===== src/rtl/hsid_min_max_dist_if.sv =====
// Shared constants and the accumulator output bus
// consumed by the min/max distance tracker.
package hsid_pkg;
  localparam int HSID_DATA_WIDTH_ACC   = 32;
  localparam int HSID_HSI_LIBRARY_SIZE = 16;
endpackage

interface hsid_min_max_dist_if #(
  parameter int DW = hsid_pkg::HSID_DATA_WIDTH_ACC,
  parameter int AW =
    $clog2(hsid_pkg::HSID_HSI_LIBRARY_SIZE)
);
  logic          acc_valid;
  logic          acc_last;
  logic [AW-1:0] acc_ref;
  logic [DW-1:0] acc_value;

  modport master (
    output acc_valid,
    output acc_last,
    output acc_ref,
    output acc_value
  );

  modport slave (
    input acc_valid,
    input acc_last,
    input acc_ref,
    input acc_value
  );
endinterface


===== src/rtl/hsid_min_max_dist.sv =====
// Tracks min/max final distance and its reference
// index over one pixel's library sweep.
module hsid_min_max_dist
  import hsid_pkg::*;
#(
  parameter int DATA_WIDTH_ACC = HSID_DATA_WIDTH_ACC,
  parameter int HSI_LIBRARY_SIZE = HSID_HSI_LIBRARY_SIZE,
  parameter int HSI_LIBRARY_SIZE_ADDR =
    $clog2(HSI_LIBRARY_SIZE)
) (
  input  logic clk,
  input  logic rst_n,
  input  logic clear,
  input  logic [HSI_LIBRARY_SIZE_ADDR:0] lib_size,
  hsid_min_max_dist_if.slave acc,
  output logic busy,
  output logic done,
  output logic error,
  output logic [DATA_WIDTH_ACC-1:0] min_dist,
  output logic [HSI_LIBRARY_SIZE_ADDR-1:0] min_ref,
  output logic [DATA_WIDTH_ACC-1:0] max_dist,
  output logic [HSI_LIBRARY_SIZE_ADDR-1:0] max_ref
);
  localparam int DW = DATA_WIDTH_ACC;
  localparam int AW = HSI_LIBRARY_SIZE_ADDR;
  localparam int LW = AW + 1;

  typedef enum logic {
    S_IDLE,
    S_TRACK
  } state_t;

  state_t        r_state, w_state_nx;
  logic [LW-1:0] r_lat, w_lat_nx;
  logic [LW-1:0] r_cnt, w_cnt_nx;
  logic [DW-1:0] r_min, w_min_nx;
  logic [DW-1:0] r_max, w_max_nx;
  logic [AW-1:0] r_min_ref, w_min_ref_nx;
  logic [AW-1:0] r_max_ref, w_max_ref_nx;
  logic          r_done, w_done_nx;
  logic          r_err, w_err_nx;

  logic          w_legal;
  logic          w_ev;
  logic          w_in;
  logic [LW-1:0] w_cnt_inc;

  assign w_legal = (lib_size != '0) &&
    (lib_size <= LW'(HSI_LIBRARY_SIZE));
  assign w_ev = (r_state == S_TRACK) &&
    acc.acc_valid && acc.acc_last;
  assign w_in = {1'b0, acc.acc_ref} < r_lat;
  assign w_cnt_inc = r_cnt + 1'b1;

  always_comb begin
    w_state_nx   = r_state;
    w_lat_nx     = r_lat;
    w_cnt_nx     = r_cnt;
    w_min_nx     = r_min;
    w_max_nx     = r_max;
    w_min_ref_nx = r_min_ref;
    w_max_ref_nx = r_max_ref;
    w_done_nx    = 1'b0;
    w_err_nx     = 1'b0;
    unique case (1'b1)
      (clear && w_legal): begin
        w_state_nx   = S_TRACK;
        w_lat_nx     = lib_size;
        w_cnt_nx     = '0;
        w_min_nx     = '1;
        w_max_nx     = '0;
        w_min_ref_nx = '0;
        w_max_ref_nx = '0;
      end
      (clear && !w_legal): begin
        w_state_nx = S_IDLE;
        w_err_nx   = 1'b1;
      end
      (!clear && w_ev && w_in): begin
        if (acc.acc_value < r_min) begin
          w_min_nx     = acc.acc_value;
          w_min_ref_nx = acc.acc_ref;
        end
        if (acc.acc_value > r_max) begin
          w_max_nx     = acc.acc_value;
          w_max_ref_nx = acc.acc_ref;
        end
        w_cnt_nx = w_cnt_inc;
        if (w_cnt_inc == r_lat) begin
          w_done_nx  = 1'b1;
          w_state_nx = S_IDLE;
        end
      end
      (!clear && w_ev && !w_in): begin
        w_err_nx = 1'b1;
      end
      default: ;
    endcase
  end

  always_ff @(posedge clk or negedge rst_n) begin
    if (!rst_n) begin
      r_state   <= S_IDLE;
      r_lat     <= '0;
      r_cnt     <= '0;
      r_min     <= '0;
      r_max     <= '0;
      r_min_ref <= '0;
      r_max_ref <= '0;
      r_done    <= 1'b0;
      r_err     <= 1'b0;
    end else begin
      r_state   <= w_state_nx;
      r_lat     <= w_lat_nx;
      r_cnt     <= w_cnt_nx;
      r_min     <= w_min_nx;
      r_max     <= w_max_nx;
      r_min_ref <= w_min_ref_nx;
      r_max_ref <= w_max_ref_nx;
      r_done    <= w_done_nx;
      r_err     <= w_err_nx;
    end
  end

  assign busy     = (r_state == S_TRACK);
  assign done     = r_done;
  assign error    = r_err;
  assign min_dist = r_min;
  assign max_dist = r_max;
  assign min_ref  = r_min_ref;
  assign max_ref  = r_max_ref;
endmodule

===== src/flat_wrapper.sv =====
// flat-port wrapper written by rule: the top's interface ports become plain ports
module hsid_min_max_dist_flat import hsid_pkg::*;
#(
  parameter int DATA_WIDTH_ACC = HSID_DATA_WIDTH_ACC,
  parameter int HSI_LIBRARY_SIZE = HSID_HSI_LIBRARY_SIZE,
  parameter int HSI_LIBRARY_SIZE_ADDR =
    $clog2(HSI_LIBRARY_SIZE)
)
  (clk, rst_n, clear, lib_size, busy, done, error, min_dist, min_ref, max_dist, max_ref, acc_acc_valid, acc_acc_last, acc_acc_ref, acc_acc_value);
  hsid_min_max_dist_if acc_i ();
  input  logic clk;
  input  logic rst_n;
  input  logic clear;
  input  logic [HSI_LIBRARY_SIZE_ADDR:0] lib_size;
  output logic busy;
  output logic done;
  output logic error;
  output logic [DATA_WIDTH_ACC-1:0] min_dist;
  output logic [HSI_LIBRARY_SIZE_ADDR-1:0] min_ref;
  output logic [DATA_WIDTH_ACC-1:0] max_dist;
  output logic [HSI_LIBRARY_SIZE_ADDR-1:0] max_ref;
  input wire logic [$bits(acc_i.acc_valid)-1:0] acc_acc_valid;
  input wire logic [$bits(acc_i.acc_last)-1:0] acc_acc_last;
  input wire logic [$bits(acc_i.acc_ref)-1:0] acc_acc_ref;
  input wire logic [$bits(acc_i.acc_value)-1:0] acc_acc_value;
  assign acc_i.acc_valid = acc_acc_valid;
  assign acc_i.acc_last = acc_acc_last;
  assign acc_i.acc_ref = acc_acc_ref;
  assign acc_i.acc_value = acc_acc_value;
  hsid_min_max_dist #(.DATA_WIDTH_ACC(DATA_WIDTH_ACC), .HSI_LIBRARY_SIZE(HSI_LIBRARY_SIZE), .HSI_LIBRARY_SIZE_ADDR(HSI_LIBRARY_SIZE_ADDR)) u_core (.clk(clk), .rst_n(rst_n), .clear(clear), .lib_size(lib_size), .acc(acc_i), .busy(busy), .done(done), .error(error), .min_dist(min_dist), .min_ref(min_ref), .max_dist(max_dist), .max_ref(max_ref));
endmodule

===== config.mk =====
export PLATFORM = sky130hd
export DESIGN_NAME = hsid_min_max_dist_flat
export DESIGN_NICKNAME = d
export VERILOG_FILES = /design/src/rtl/hsid_min_max_dist_if.sv /design/src/rtl/hsid_min_max_dist.sv /design/src/flat_wrapper.sv
export SDC_FILE = /design/constraint.sdc
export NUM_CORES = 1
export LEC_CHECK = 0
export CORE_AREA = 4 4 104 106
export CTS_CLUSTER_SIZE = 8
export DETAILED_ROUTE_END_ITERATION = 7
export DIE_AREA = 0 0 108 110
export GPL_TIMING_DRIVEN = 0
export PLACE_DENSITY_LB_ADDON = 0.25
export SYNTH_ARGS = -nofsm -noshare
export SYNTH_HDL_FRONTEND = slang
export SYNTH_SLANG_ARGS = --single-unit

===== constraint.sdc =====
create_clock -name clk -period 7.8 [get_ports clk]
set_input_delay 1.56 -clock clk [delete_from_list [all_inputs] [get_ports clk]]
set_output_delay 1.56 -clock clk [all_outputs]
set_load 0.005 [all_outputs]

==> flow_metrics.tcl, run 1 <==
set metrics [dict create \
    yosysUniqueCellTypes 40 \
    min_period_ns 4.35 \
    yosysTopAreaCell "dfrtp_1" \
    coreArea_sq_um 9770 \
    slew_headroom_pct 55.9 \
    timing.critical_path.mode_cell "a221o_1" \
    wl_met1_um 5800 \
    cp.required_ns 8.03 \
    synth_seq_area_share_pct 39.8 \
    numCtsBuffers 9 \
    crit_path_max_fanout 10 \
    routed_wl_um 13300 \
    die_area_sq_um 11900 \
    worstSkewPairLatency_ns 0.36 \
    grt_pass1_wl_um 21400 \
    synthArstFlopShare_pct 100 \
    syn-num-nets 644 \
    hold_class "flop to flop" \
    max-cap-violations 0 \
    dp.final_hpwl_um 10200 \
    timing_hold_violations_final 0 \
    status "complete, no violations" \
    synth_edf_count 0 \
    rows 36 \
    setup_slack_ns 3.45 \
    clk_pin_slew_ns 0.09 \
    synth_flop_cell "dfrtp_1" \
    power_leakage_nw 3.21 \
    die_x_um 108 \
    syn-mean-instance-area_sq_um 10.1 \
    synthTopCellsByArea "dfrtp_1 (40%), ha_1 (16%), mux2_2 (8.4%)" \
    cts.sinks 85 \
    period_share_pct 55.8 \
    fmax_ghz 0.230 \
    root_buffer "clkbuf_8" \
    top_layer "met4" \
    layout.nets 775 \
    powerDensity_nw_per_um2 161 \
    grt_overflow 0 \
    clk_path_buf_depth 2 \
    ys_warn_count 0 \
    cts_hold_buf 0 \
    synthCells 531 \
    ys_seq_elements 85 \
    grt_max_degree 49 \
    total_power_mw 1.12 \
    drt_iter0_drc 162 \
    initial_core_util_pct 54.7 \
    diodes 0 \
    ctsResizeCount 0 \
    worstPathCellList "clkdlybuf4s50_1, ha_1, a21o_1, a221o_1, a221o_1, a31oi_1, o21ai_1, nor3_4, buf_6, mux2_2" \
    grt_pass1_vias 4365 \
    grt_use_total_pct 22.9 \
    syn-cell-area_sq_um 5350 \
    synth_top_area_share_pct 39.8 \
    setup_viol 0 \
    cts_tree "built" \
    place_ws_ns 3.08 \
    dieHeight_um 110 \
    wl_met3_um 737 \
    post_cts_buffers 0 \
    fill_cells 736 \
    drc 0 \
    cts_max_level 3 \
    crit_path_max_incr_delay_ns 0.48 \
    slowest_stage "clkdlybuf4s50_1" \
    ir_drop_v 0.000103 \
    portBuffers 119 \
    setup_tns_ns 0 \
    cp-end-kind "flop" \
    skew_ns 0.0124 \
    routedWlPerCell_um 16.6 \
    grt_antenna_before_repair 0 \
    drv_slew 0 \
    tightest_slew_ns 0.656 \
    place.gp.congestion 0.824 \
    drive_above_1_share_pct 10.5 \
    route.vias.total 4405 \
    wl_met2_um 6510 \
    crit_type "input pin to flop" \
    postRouteAntennaNets 0 \
    drt-pass1-iter-count 5 \
    ios 121 \
    crit_arrival_ns 4.59 \
    via_per_inst 5.51 \
    cp-start-kind "input pin" \
    area_delta_synth_final_pct 30.1 \
    grt_setup_unrepaired "no" \
]
[routing by layer]
layer	global-route usage (%)	up-vias
li1	-	2095
met1	29.8	2157
met5	0	-
met4	8.12	0
met2	38.5	129
met3	4.37	24
[cells in the final DEF, fill, tap and decap left out, types with 3 or more instances in the layout]
| master | Yosys | layout |
|---|---|---|
| a21o_1 | 8 | 8 |
| xor2_1 | 3 | 3 |
| a21oi_1 | 58 | 58 |
| mux2_1 | 23 | 23 |
| clkbuf_8 | 0 | 10 |
| buf_6 | 7 | 7 |
| xnor2_1 | 6 | 6 |
| nand4_1 | 10 | 10 |
| nor4_1 | 3 | 3 |
| mux2_2 | 40 | 40 |
| clkbuf_1 | 13 | 13 |
| inv_1 | 76 | 76 |
| a211oi_1 | 3 | 3 |
| ha_1 | 67 | 67 |
| nand3_1 | 12 | 12 |
| o21ai_0 | 12 | 12 |
| nor3_1 | 3 | 3 |
| dfrtp_1 | 85 | 85 |
| mux2i_1 | 14 | 14 |
| nand2_1 | 57 | 57 |
| nor2_1 | 6 | 6 |
| clkdlybuf4s50_1 | 0 | 118 |
[worst paths after layout]
kind	from	endpoint	slack, ns	depth (start not counted)
max	acc_acc_value[21]	u_core.min_dist[14]	3.45	10
min	u_core.r_lat[2]	u_core.r_lat[2]	0.51	1
max reg2reg	u_core.min_dist[21]	u_core.min_dist[14]	4.77	10
min reg2reg	u_core.r_lat[2]	u_core.r_lat[2]	0.51	1
max in group asynchronous	rst_n	u_core.min_dist[0]	6.01	2
min in group asynchronous	rst_n	u_core.min_dist[21]	1.17	1
[critical path: cells and delay by family]
kind,cells,cell delay [ns]
mux,1,0.35
simple gates,1,0.47
compound gates,5,1.14
fa+ha+maj,1,0.34
buf+inv,2,0.72
[metrics by stage]
stage               hold slack (ns)  instances  instance area [sq um]  util, %
global route                  0.533        800                   6950     71.1
floorplan                     0.462        531                   5350        -
finish                        0.514        800                   6950     71.1
global placement              0.495        783                   6700     68.6
CTS                           0.515        800                   6950     71.1
detailed placement            0.497        784                   6730     68.8
[cell usage after synthesis, drive strengths merged, types with 2 or more instances]
library cell	count
o21ai	13
a21oi	58
a2111oi	2
o211ai	2
xor2	3
mux2i	14
ha	67
nor2	6
and4	2
a221o	2
nand3	12
or4	2
mux2	63
nand2	57
a21o	8
a211oi	3
nor3	4
dfrtp	85
a31oi	2
clkbuf	13
buf	7
inv	76
nor4	3
nand4	10
xnor2	6
[flip-flops by register name, indices dropped and copies added (netlist names)]
signal / flops
u_core.error: 1
u_core.busy: 1
u_core.done: 1
u_core.r_cnt: 5
u_core.min_dist: 32
u_core.max_ref: 4
u_core.min_ref: 4
u_core.r_lat: 5
u_core.max_dist: 32
[cell type report]
cell class | instances | area (sq um) | area share (%)
Buffer | 20 | 128 | 1.84
Clock buffer | 10 | 138 | 1.98
Clock inverter | 6 | 86.3 | 1.24
Inverter | 76 | 285 | 4.10
Multi-Input combinational cell | 350 | 2810 | 40.4
Sequential cell | 85 | 2130 | 30.6
Tap cell | 133 | 166 | 2.39
Timing Repair Buffer | 120 | 1220 | 17.5
[cells by family (layout without fill, tap and decap cells)]
logic type      after synthesis  after routing  share of synthesized area, %
mux                          77             77                          15.9
compound gates               94             94                          10.2
simple gates                103            103                          9.27
xor+xnor                      9              9                          1.47
fa+ha+maj                    67             67                          15.7
flops                        85             85                          39.8
buf+inv                      96            232                          7.72
[power breakdown]
group / total [mW] / switching, mW / internal [mW]
clock network: 0.350 / 0.162 / 0.189
registers: 0.495 / 0.0223 / 0.473
logic: 0.277 / 0.133 / 0.144
total: 1.12 / 0.317 / 0.806
Note: power is estimated with default switching activity, not from simulation.
==> run 2: changes to the inputs <==
--- a/config.mk
+++ b/config.mk
@@ -5,10 +5,10 @@
 export SDC_FILE = /design/constraint.sdc
 export NUM_CORES = 1
 export LEC_CHECK = 0
-export CORE_AREA = 4 4 104 106
+export CORE_AREA = 4 4 113 115
 export CTS_CLUSTER_SIZE = 8
 export DETAILED_ROUTE_END_ITERATION = 7
-export DIE_AREA = 0 0 108 110
+export DIE_AREA = 0 0 117 119
 export GPL_TIMING_DRIVEN = 0
 export PLACE_DENSITY_LB_ADDON = 0.25
 export SYNTH_ARGS = -nofsm -noshare
==> constraint.sdc (replaced) <==
create_clock -name clk -period 3.65 [get_ports clk]
set_input_delay 0.73 -clock clk [delete_from_list [all_inputs] [get_ports clk]]
set_output_delay 0.73 -clock clk [all_outputs]
set_load 0.005 [all_outputs]
==> flow_metrics.tcl, run 2 (synthesis results as in run 1) <==
set metrics [dict create \
    clk_pin_slew_ns 0.06 \
    cts_tree "built" \
    cts_max_level 3 \
    ctsResizeCount 0 \
    routed_wl_um 13700 \
    cp-end-kind "flop" \
    cts_hold_buf 0 \
    dpl_cell_area_sq_um 6750 \
    initial_core_util_pct 45.3 \
    powerDensity_nw_per_um2 358 \
    ff2ff_path_depth 10 \
    grt_max_degree 57 \
    clk_path_buf_depth 2 \
    dieHeight_um 119 \
    timing.rr.start "u_core.min_dist[21]" \
    place.gp.congestion 0.789 \
    multi_input_area_sq_um 2810 \
    min_period_ns 3.53 \
    route.vias.total 4306 \
    ios 121 \
    grt_pass1_wl_um 22600 \
    hold_ws_ns 0.322 \
    postRouteAntennaNets 0 \
    crit_arrival_ns 3.76 \
    drt-pass1-iter-count 4 \
    dp.final_hpwl_um 10600 \
    drt_iter0_drc 235 \
    grt_antenna_before_repair 0 \
    drc 0 \
    setup_viol 0 \
    power_leakage_nw 3.23 \
    period_share_pct 96.7 \
    layout_common_cells "clkdlybuf4s50_1 (118), dfrtp_1 (85), inv_1 (76)" \
    timing_hold_violations_final 0 \
    tightest_slew_ns 0.726 \
    post-place-cells 798 \
    cp.required_ns 3.88 \
    drive_above_1_share_pct 9.90 \
    root_buffer "clkbuf_16" \
    skew_ns 0.00818 \
    drv_slew 0 \
    cts.sinks 85 \
    timing.rr.end "u_core.min_dist[29]" \
    post_cts_buffers 0 \
    grt_use_total_pct 20.6 \
    grt_overflow 0 \
    total_power_mw 2.52 \
    max-cap-violations 0 \
    layout.nets 775 \
    top_layer "met4" \
    via_per_inst 5.29 \
    wl_met3_um 702 \
    portBuffers 119 \
    crit_path_start "acc_acc_value[23]" \
    status "complete, no violations" \
    rows 40 \
    hold_class "input pin to async pin" \
    regArea_sq_um 2130 \
    fin_cells 814 \
    die_x_um 117 \
    coreArea_sq_um 11800 \
    worstSkewPairLatency_ns 0.35 \
    wl_met1_um 6010 \
    die_area_sq_um 13900 \
    grt_pass1_vias 4610 \
    fill_cells 1028 \
    setup_tns_ns 0 \
    ir_drop_v 0.000332 \
    wl_met2_um 6620 \
    cp-start-kind "input pin" \
    final_common_cell "clkdlybuf4s50_1" \
    crit_type "input pin to flop" \
    stdcell_area_sq_um 7020 \
    grt_setup_unrepaired "no" \
    cp-endpoint "u_core.min_dist[29]" \
    slew_headroom_pct 51.2 \
    routedWlPerCell_um 16.8 \
    area_delta_synth_final_pct 31.3 \
    rrSetupSlack_ns 0.65 \
    crit_path_max_fanout 10 \
    fmax_ghz 0.283 \
    numCtsBuffers 9 \
    diodes 0 \
]
[run 2: cell types whose count changed in the layout (fill, tap and decap cells not counted), sizes merged]
cell      change
clkinv        -2
clkbuf        +5
bufinv        -2
clkinvlp      -1
[run 2: final cells by class]
cell class / instances / area share (%)
clock inverters: 1 / 0.0713
clock buffers: 15 / 3.82
inverters: 76 / 4.06
well taps: 147 / 2.62
multi-input cells: 350 / 40.0
flip-flops and latches: 85 / 30.3
plain buffers: 20 / 1.82
repair buffers: 120 / 17.3
[run 2: metrics by stage]
step	setup WS, ns	util, %
after global routing	0.0349	59.4
final	0.120	59.4
after global placement	-1.36	56.9
after CTS	0.136	59.4
after detailed placement	-0.199	57.1
after floorplan	0.692	-
[run 2: worst min-delay path by stage]
stage | start | end | slack, ns | cells past startpoint
final | rst_n | u_core.min_dist[21] | 0.32 | 1
after global routing | rst_n | u_core.max_dist[15] | 0.35 | 1
after CTS | rst_n | u_core.min_dist[21] | 0.33 | 1
after detailed placement | u_core.r_cnt[4] | u_core.r_cnt[4] | 0.52 | 2
after global placement | u_core.r_lat[2] | u_core.r_lat[2] | 0.50 | 1
after floorplan | rst_n | u_core.busy | 0.43 | 0
[run 2: routing by layer]
layer / vias to the layer above / track usage, %
met1: 2079 / 26.4
met4: 0 / 7.81
met2: 106 / 33.3
met3: 26 / 5.23
li1: 2095 / -
met5: - / 0
[run 2: where the power goes]
| part | switching, mW | leakage (nW) | total, mW | internal (mW) |
|---|---|---|---|---|
| clock | 0.367 | 0.134 | 0.866 | 0.499 |
| sequential | 0.0487 | 1.01 | 1.06 | 1.01 |
| combinational | 0.281 | 2.08 | 0.588 | 0.307 |
[run 2: critical path, cell delays in order]
cell and delay (ns):
clkdlybuf4s50_1 0.50, ha_1 0.34, and2_1 0.17, a221o_1 0.34, a221o_1 0.34, a31oi_1 0.15, o21ai_1 0.14, nor3_4 0.45
buf_6 0.25, mux2_2 0.35
==> RTL edit 1 (flow settings as in run 1) <==
The package constant `HSID_HSI_LIBRARY_SIZE` goes from 16 to 32.
--- a/src/rtl/hsid_min_max_dist_if.sv
+++ b/src/rtl/hsid_min_max_dist_if.sv
@@ -2,7 +2,7 @@
 // consumed by the min/max distance tracker.
 package hsid_pkg;
   localparam int HSID_DATA_WIDTH_ACC   = 32;
-  localparam int HSID_HSI_LIBRARY_SIZE = 16;
+  localparam int HSID_HSI_LIBRARY_SIZE = 32;
 endpackage
 
 interface hsid_min_max_dist_if #(
Interface: changed (resized acc_acc_ref, lib_size, max_ref and min_ref); port bits go from 121 to 125. No check against the original RTL was run, so the function may have changed too.
==> RTL edit 1 against run 1 <==
- clock power shrank 15%
- total power shrank 1.3%
- fmax shrank 5.6%
- area after synthesis grew 5.2%
- worst setup slack lost 260 ps
- utilization grew 2.8 points
- routed wire length grew 6.3%
- highest routed layer unchanged
- sequential cell count grew 4
- first-iteration DRC count grew 21%
- cell area grew 3.9%
==> RTL edit 1: results (changes against run 1) <==
Global route
  • Vias in the first global route: 4702 (+7.7%)
  • Total grt overflow: 0 (unchanged)
  • Global-route wire length before repair: 22520 µm (+5.4%)
  • Met2 usage: 41.12% (+2.6 points)
  • GRT Util Overall: 24.29% (+1.4 points)
  • Met3 Use GR: 3.320% (-1.0 points)
  • Largest net degree at the start of global routing: 56 (+14%)
  • Antenna violations before repair: 0 (unchanged)
  • Met1 Use GR: 31.55% (+1.7 points)

Clock tree
  • Skew-Pair Late Insertion Delay: 360 ps (about the same)
  • Postcts setup bufs: 0 (unchanged)
  • Clock-pin slew on the worst setup and hold paths: 90 ps (about the same)
  • CTS max path bufs: 2 (unchanged)
  • Post-CTS Resized: 0 (unchanged)
  • CTS H-tree lvls: 3 (unchanged)
  • Clk root buf: clkbuf_8
  • Cts bufs inserted: 9 (unchanged)

Cells and area
  • Fill count: 700 (-4.9%)
  • Area Overhead vs Synth: 28.45%
  • Ant diodes: 0 (unchanged)
  • Nets: 799 (+3.1%)
  • Layout cell share with drive strength beyond 1: 13.81% (+3.3 points)

Pwr
  • P_leak: 3.566 nW (+11%)
  • Peak VDD IR: 0.00008965 V (-13%)

Placed design
  • Place WS: 2875 ps (-205.8 ps)
  • HPWL after DPL: 10770 µm (+5.4%)
  • Post-place instance area: 7048 µm² (+4.8%)
  • Input/output buffers: 123 (+3.4%)
  • Routability cong.: 0.8358 (+1.4%)
  • Number of placed cells counting well taps: 805 (+2.7%)

Routing
  • Met2 Wirelength: 7051 µm (+8.2%)
  • Via-to-Cell Ratio: 5.509 (about the same)
  • First-pass DRT Iterations: 4 (-1)
  • DRT iter0 DRCs: 196 (+21%)
  • Routed len/inst: 17.18 µm (+3.6%)
  • Met3 WL: 721 µm (-2.2%)
  • Total Wirelength: 14110 µm (+6.3%)
  • Met1 WL: 6028 µm (+3.9%)
  • Max layer used: met4

Synthesis
  • Post-Synth Adder-Cell Area: 15.12% (-0.56 points)
  • Register area share after synthesis: 39.59% (-0.20 points)
  • Compound-Gate Fraction of Synth Area: 9.742% (-0.42 points)
  • Xor/xnor share of the synthesized area: 1.713% (+0.24 points)
  • Synth cell types: 45 (+13%)
  • Syn_nets: 664 (+3.1%)
  • Mux contribution to synthesized area: 17.35% (+1.5 points)
  • Async set-reset flop share out of synthesis: 100.0% (unchanged)
  • Post-Syn Area per Cell: 10.27 µm² (+2.0%)
  • Synth warnings: 0 (unchanged)
  • Commonest cells in the netlist: dfrtp_1 (89), inv_1 (75), ha_1 (68)
  • Ranking of synthesized cells by area: dfrtp_1 (40%), ha_1 (15%), mux2_2 (8.8%)

STA
  • Actual slew at the worst max-slew pin: 631.3 ps (-25.02 ps)
  • Clock Skews: 11.67 ps (-0.7692 ps)

Run
  • Max-cap violations: 0 (unchanged)

Hold path
  • Class of the worst hold path: flop to flop

Worst setup path
  • Crit path launch type: input port
  • Crit path DAT: 4850 ps (+260 ps)
  • Crit path max fanout: 10 (unchanged)

Run status
  • Status: complete, no violations
[RTL edit 1: cell types whose count changed in the layout (fill, tap and decap cells not counted), moves of 5 or more]
cell	delta
mux2_4	+24
nand3_1	-5
buf_2	+5
mux2_1	-23
buf_6	-6
[RTL edit 1: path summary, 6_finish.rpt]
path / slack [ps] / cells after the start / start / endpoint
worst max-delay path: 3190 / 11 / acc_acc_value[2] / u_core.min_dist[7]
worst min-delay path: 520 / 1 / u_core.r_cnt[5] / u_core.r_cnt[5]
worst max register to register: 4540 / 11 / u_core.min_dist[2] / u_core.min_dist[7]
worst min register to register: 520 / 1 / u_core.r_cnt[5] / u_core.r_cnt[5]
max in group asynchronous: 6000 / 2 / rst_n / u_core.max_dist[11]
min in group asynchronous: 1150 / 1 / rst_n / u_core.min_dist[17]
[RTL edit 1: area by class of cell]
| cell class | instances | area, µm² | share of cell area (%) |
|---|---|---|---|
| multi-input combinational | 364 | 2979 | 41.23 |
| sequential | 89 | 2227 | 30.82 |
| timing repair buffer | 124 | 1256 | 17.39 |
| inverter | 75 | 281.5 | 3.896 |
| tap | 133 | 166.4 | 2.303 |
| buffer | 20 | 137.6 | 1.905 |
| clock buffer | 10 | 127.6 | 1.766 |
| clock inverter | 6 | 50.05 | 0.6926 |
[RTL edit 1: power breakdown]
| group | leakage [nW] | internal, mW | total (mW) | switching, mW |
|---|---|---|---|---|
| Clock | 0.0835 | 0.120 | 0.299 | 0.179 |
| Sequential | 1.06 | 0.495 | 0.518 | 0.0230 |
| Combinational | 2.42 | 0.156 | 0.292 | 0.136 |
[RTL edit 1: worst max-delay path, cell delays in order]
cell and delay [ps]:
clkdlybuf4s50_1 500, ha_1 350, a211o_1 290, a31oi_1 180, o221ai_1 160, a211oi_1 520
nor4b_1 130, or4_1 510, buf_6 190, buf_12 160, mux2_4 300
==> RTL edit 2 (config.mk and constraints of run 1) <==
Made on the original files. Remove the register `r_done`: a continuous assignment takes its place, so the output `done` follows one clock earlier.
--- a/src/rtl/hsid_min_max_dist.sv
+++ b/src/rtl/hsid_min_max_dist.sv
@@ -107,7 +107,6 @@
       r_max     <= '0;
       r_min_ref <= '0;
       r_max_ref <= '0;
-      r_done    <= 1'b0;
       r_err     <= 1'b0;
     end else begin
       r_state   <= w_state_nx;
@@ -117,10 +116,11 @@
       r_max     <= w_max_nx;
       r_min_ref <= w_min_ref_nx;
       r_max_ref <= w_max_ref_nx;
-      r_done    <= w_done_nx;
       r_err     <= w_err_nx;
     end
   end
+
+  assign r_done = w_done_nx;
 
   assign busy     = (r_state == S_TRACK);
   assign done     = r_done;
Function: changed (a bounded check fails within 4 cycles, from zero or initial values and one cycle with rst_n low).
==> RTL edit 2 against run 1 <==
- sequential cell count down 1
- critical path depth down 3
- area after synthesis down 0.47%
- cell count down 0.13%
- sequential power down 1%
- routed wire length up 1.7%
- cell area down 0.45%
- total power down 0.64%
- worst setup slack worse by 830 ps
- first-iteration DRC count up 4.3%
- largest power group unchanged
==> RTL edit 2: results (changes against run 1) <==
Run status
  • Status: complete, no violations

Placed design
  • HPWL after DPL: 10350 µm (+1.2%)
  • Number of placed cells counting well taps: 783 (-0.13%)
  • Routability cong.: 0.8485 (+2.9%)

Routing
  • Via count: 4404 (-0.023%)
  • DRT iter0 DRCs: 169 (+4.3%)
  • Total Wirelength: 13490 µm (+1.7%)

Global route
  • Largest net degree at the start of global routing: 57 (+16%)
  • Global-route wire length before repair: 22080 µm (+3.4%)
  • Vias in the first global route: 4518 (+3.5%)

Synthesis
  • Post-Syn Area per Cell: 10.04 µm² (-0.28%)
  • Register area share after synthesis: 39.51% (-0.28 points)
  • Synth cell types: 40 (unchanged)
  • Commonest cells in the netlist: dfrtp_1 (84), inv_1 (76), ha_1 (67)
  • Syn_nets: 643 (-0.16%)

Worst setup path
  • Crit path from: acc_acc_ref[1]
  • Crit path max fanout: 5 (-5)
  • Reg-to-reg startpoint: u_core.min_dist[23]
  • Worst Setup EP: done
  • Reg2reg end: u_core.min_dist[29]
  • Worst reg2reg setup slack: 4820 ps (+50 ps)
  • Crit path largest cell delay: 560 ps (+80 ps)

STA
  • Actual slew at the worst max-slew pin: 667.4 ps (+11.09 ps)
  • Clock Skews: 17.81 ps (+5.376 ps)
  • Setup TNS: 0 ps (unchanged)

Hold path
  • WHS Path Cells: 1 (unchanged)

Cells and area
  • Layout cell share with drive strength beyond 1: 10.21% (-0.28 points)
  • Fill count: 756 (+2.7%)
  • Nets: 774 (-0.13%)

Clock tree
  • Skew-Pair Late Insertion Delay: 340 ps (-20 ps)

Pwr
  • Switch share: 28.18% (-0.052 points)
  • Peak VDD IR: 0.00009809 V (-5.1%)
  • P_leak: 3.188 nW (-0.61%)
==> RTL edit 2: power by group through the flow <==
stage          combinational (mW)  sequential [mW]  clock (mW)
6_report                    0.277            0.490       0.348
5_1_grt                     0.310            0.495       0.373
4_1_cts                     0.279            0.490       0.352
3_5_place_dp                0.277            0.499           0
3_3_place_gp                0.264            0.498           0
2_1_floorplan               0.137            0.497           0
==> RTL edit 2: worst max-delay path: cells and delay by family <==
family | cells | cell delay (ps)
AO/OA/AOI/OAI | 3 | 490
adder cells (fa/ha/maj) | 1 | 300
buffers and inverters | 2 | 1010
AND/OR/NAND/NOR | 1 | 270
==> RTL edit 2: area by class of cell <==
| type | instances | area, µm² | share of cell area [%] |
|---|---|---|---|
| multi-input cells | 350 | 2805 | 40.54 |
| flip-flops and latches | 84 | 2102 | 30.37 |
| repair buffers | 120 | 1216 | 17.57 |
| inverters | 76 | 285.3 | 4.122 |
| well taps | 133 | 166.4 | 2.405 |
| clock buffers | 12 | 145.1 | 2.097 |
| plain buffers | 20 | 127.6 | 1.844 |
| clock inverters | 4 | 72.57 | 1.049 |
==> RTL edit 2: logic make-up (layout without fill, tap and decap cells) <==
group	Yosys count	count (layout)	share of synthesized area (%)
adder cells (fa/ha/maj)	67	67	15.76
AO/OA/AOI/OAI	94	94	10.21
multiplexers	77	77	15.97
XOR/XNOR	9	9	1.482
AND/OR/NAND/NOR	103	103	9.314
flip-flops	84	84	39.51
buffers and inverters	96	232	7.761
==> RTL edit 2: routing by layer <==
layer  GRT usage, %  share of wire (%)  vias to the layer above
li1               -                  -                     2090
met1          30.25                 43                     2166
met2          40.63                 50                      130
met3          4.368                5.7                       18
met4          6.402                1.5                        0
met5              0                  0                        -
==> RTL edit 2: stage by stage <==
| stage | utilization [%] | area (µm²) | setup WS, ps | power, mW |
|---|---|---|---|---|
| 6_report | 70.80 | 6920 | 2614 | 1.115 |
| 5_1_grt | 70.80 | 6920 | 2401 | 1.178 |
| 4_1_cts | 70.80 | 6920 | 2622 | 1.122 |
| 3_5_place_dp | 68.57 | 6703 | 2636 | 0.7755 |
| 3_3_place_gp | 68.32 | 6678 | 2070 | 0.7620 |
| 2_1_floorplan | - | 5320 | 3693 | 0.6340 |
==> RTL edit 2: worst min-delay path by stage <==
| stage | slack [ps] | endpoint | from |
|---|---|---|---|
| CTS | 520 | u_core.r_lat[2] | u_core.r_lat[2] |
| global route | 550 | u_core.r_lat[2] | u_core.r_lat[2] |
| floorplan | 460 | u_core.error | u_core.r_lat[4] |
| global placement | 490 | u_core.r_lat[2] | u_core.r_lat[2] |
| finish | 520 | u_core.r_lat[2] | u_core.r_lat[2] |
| detailed placement | 500 | u_core.r_lat[2] | u_core.r_lat[2] |
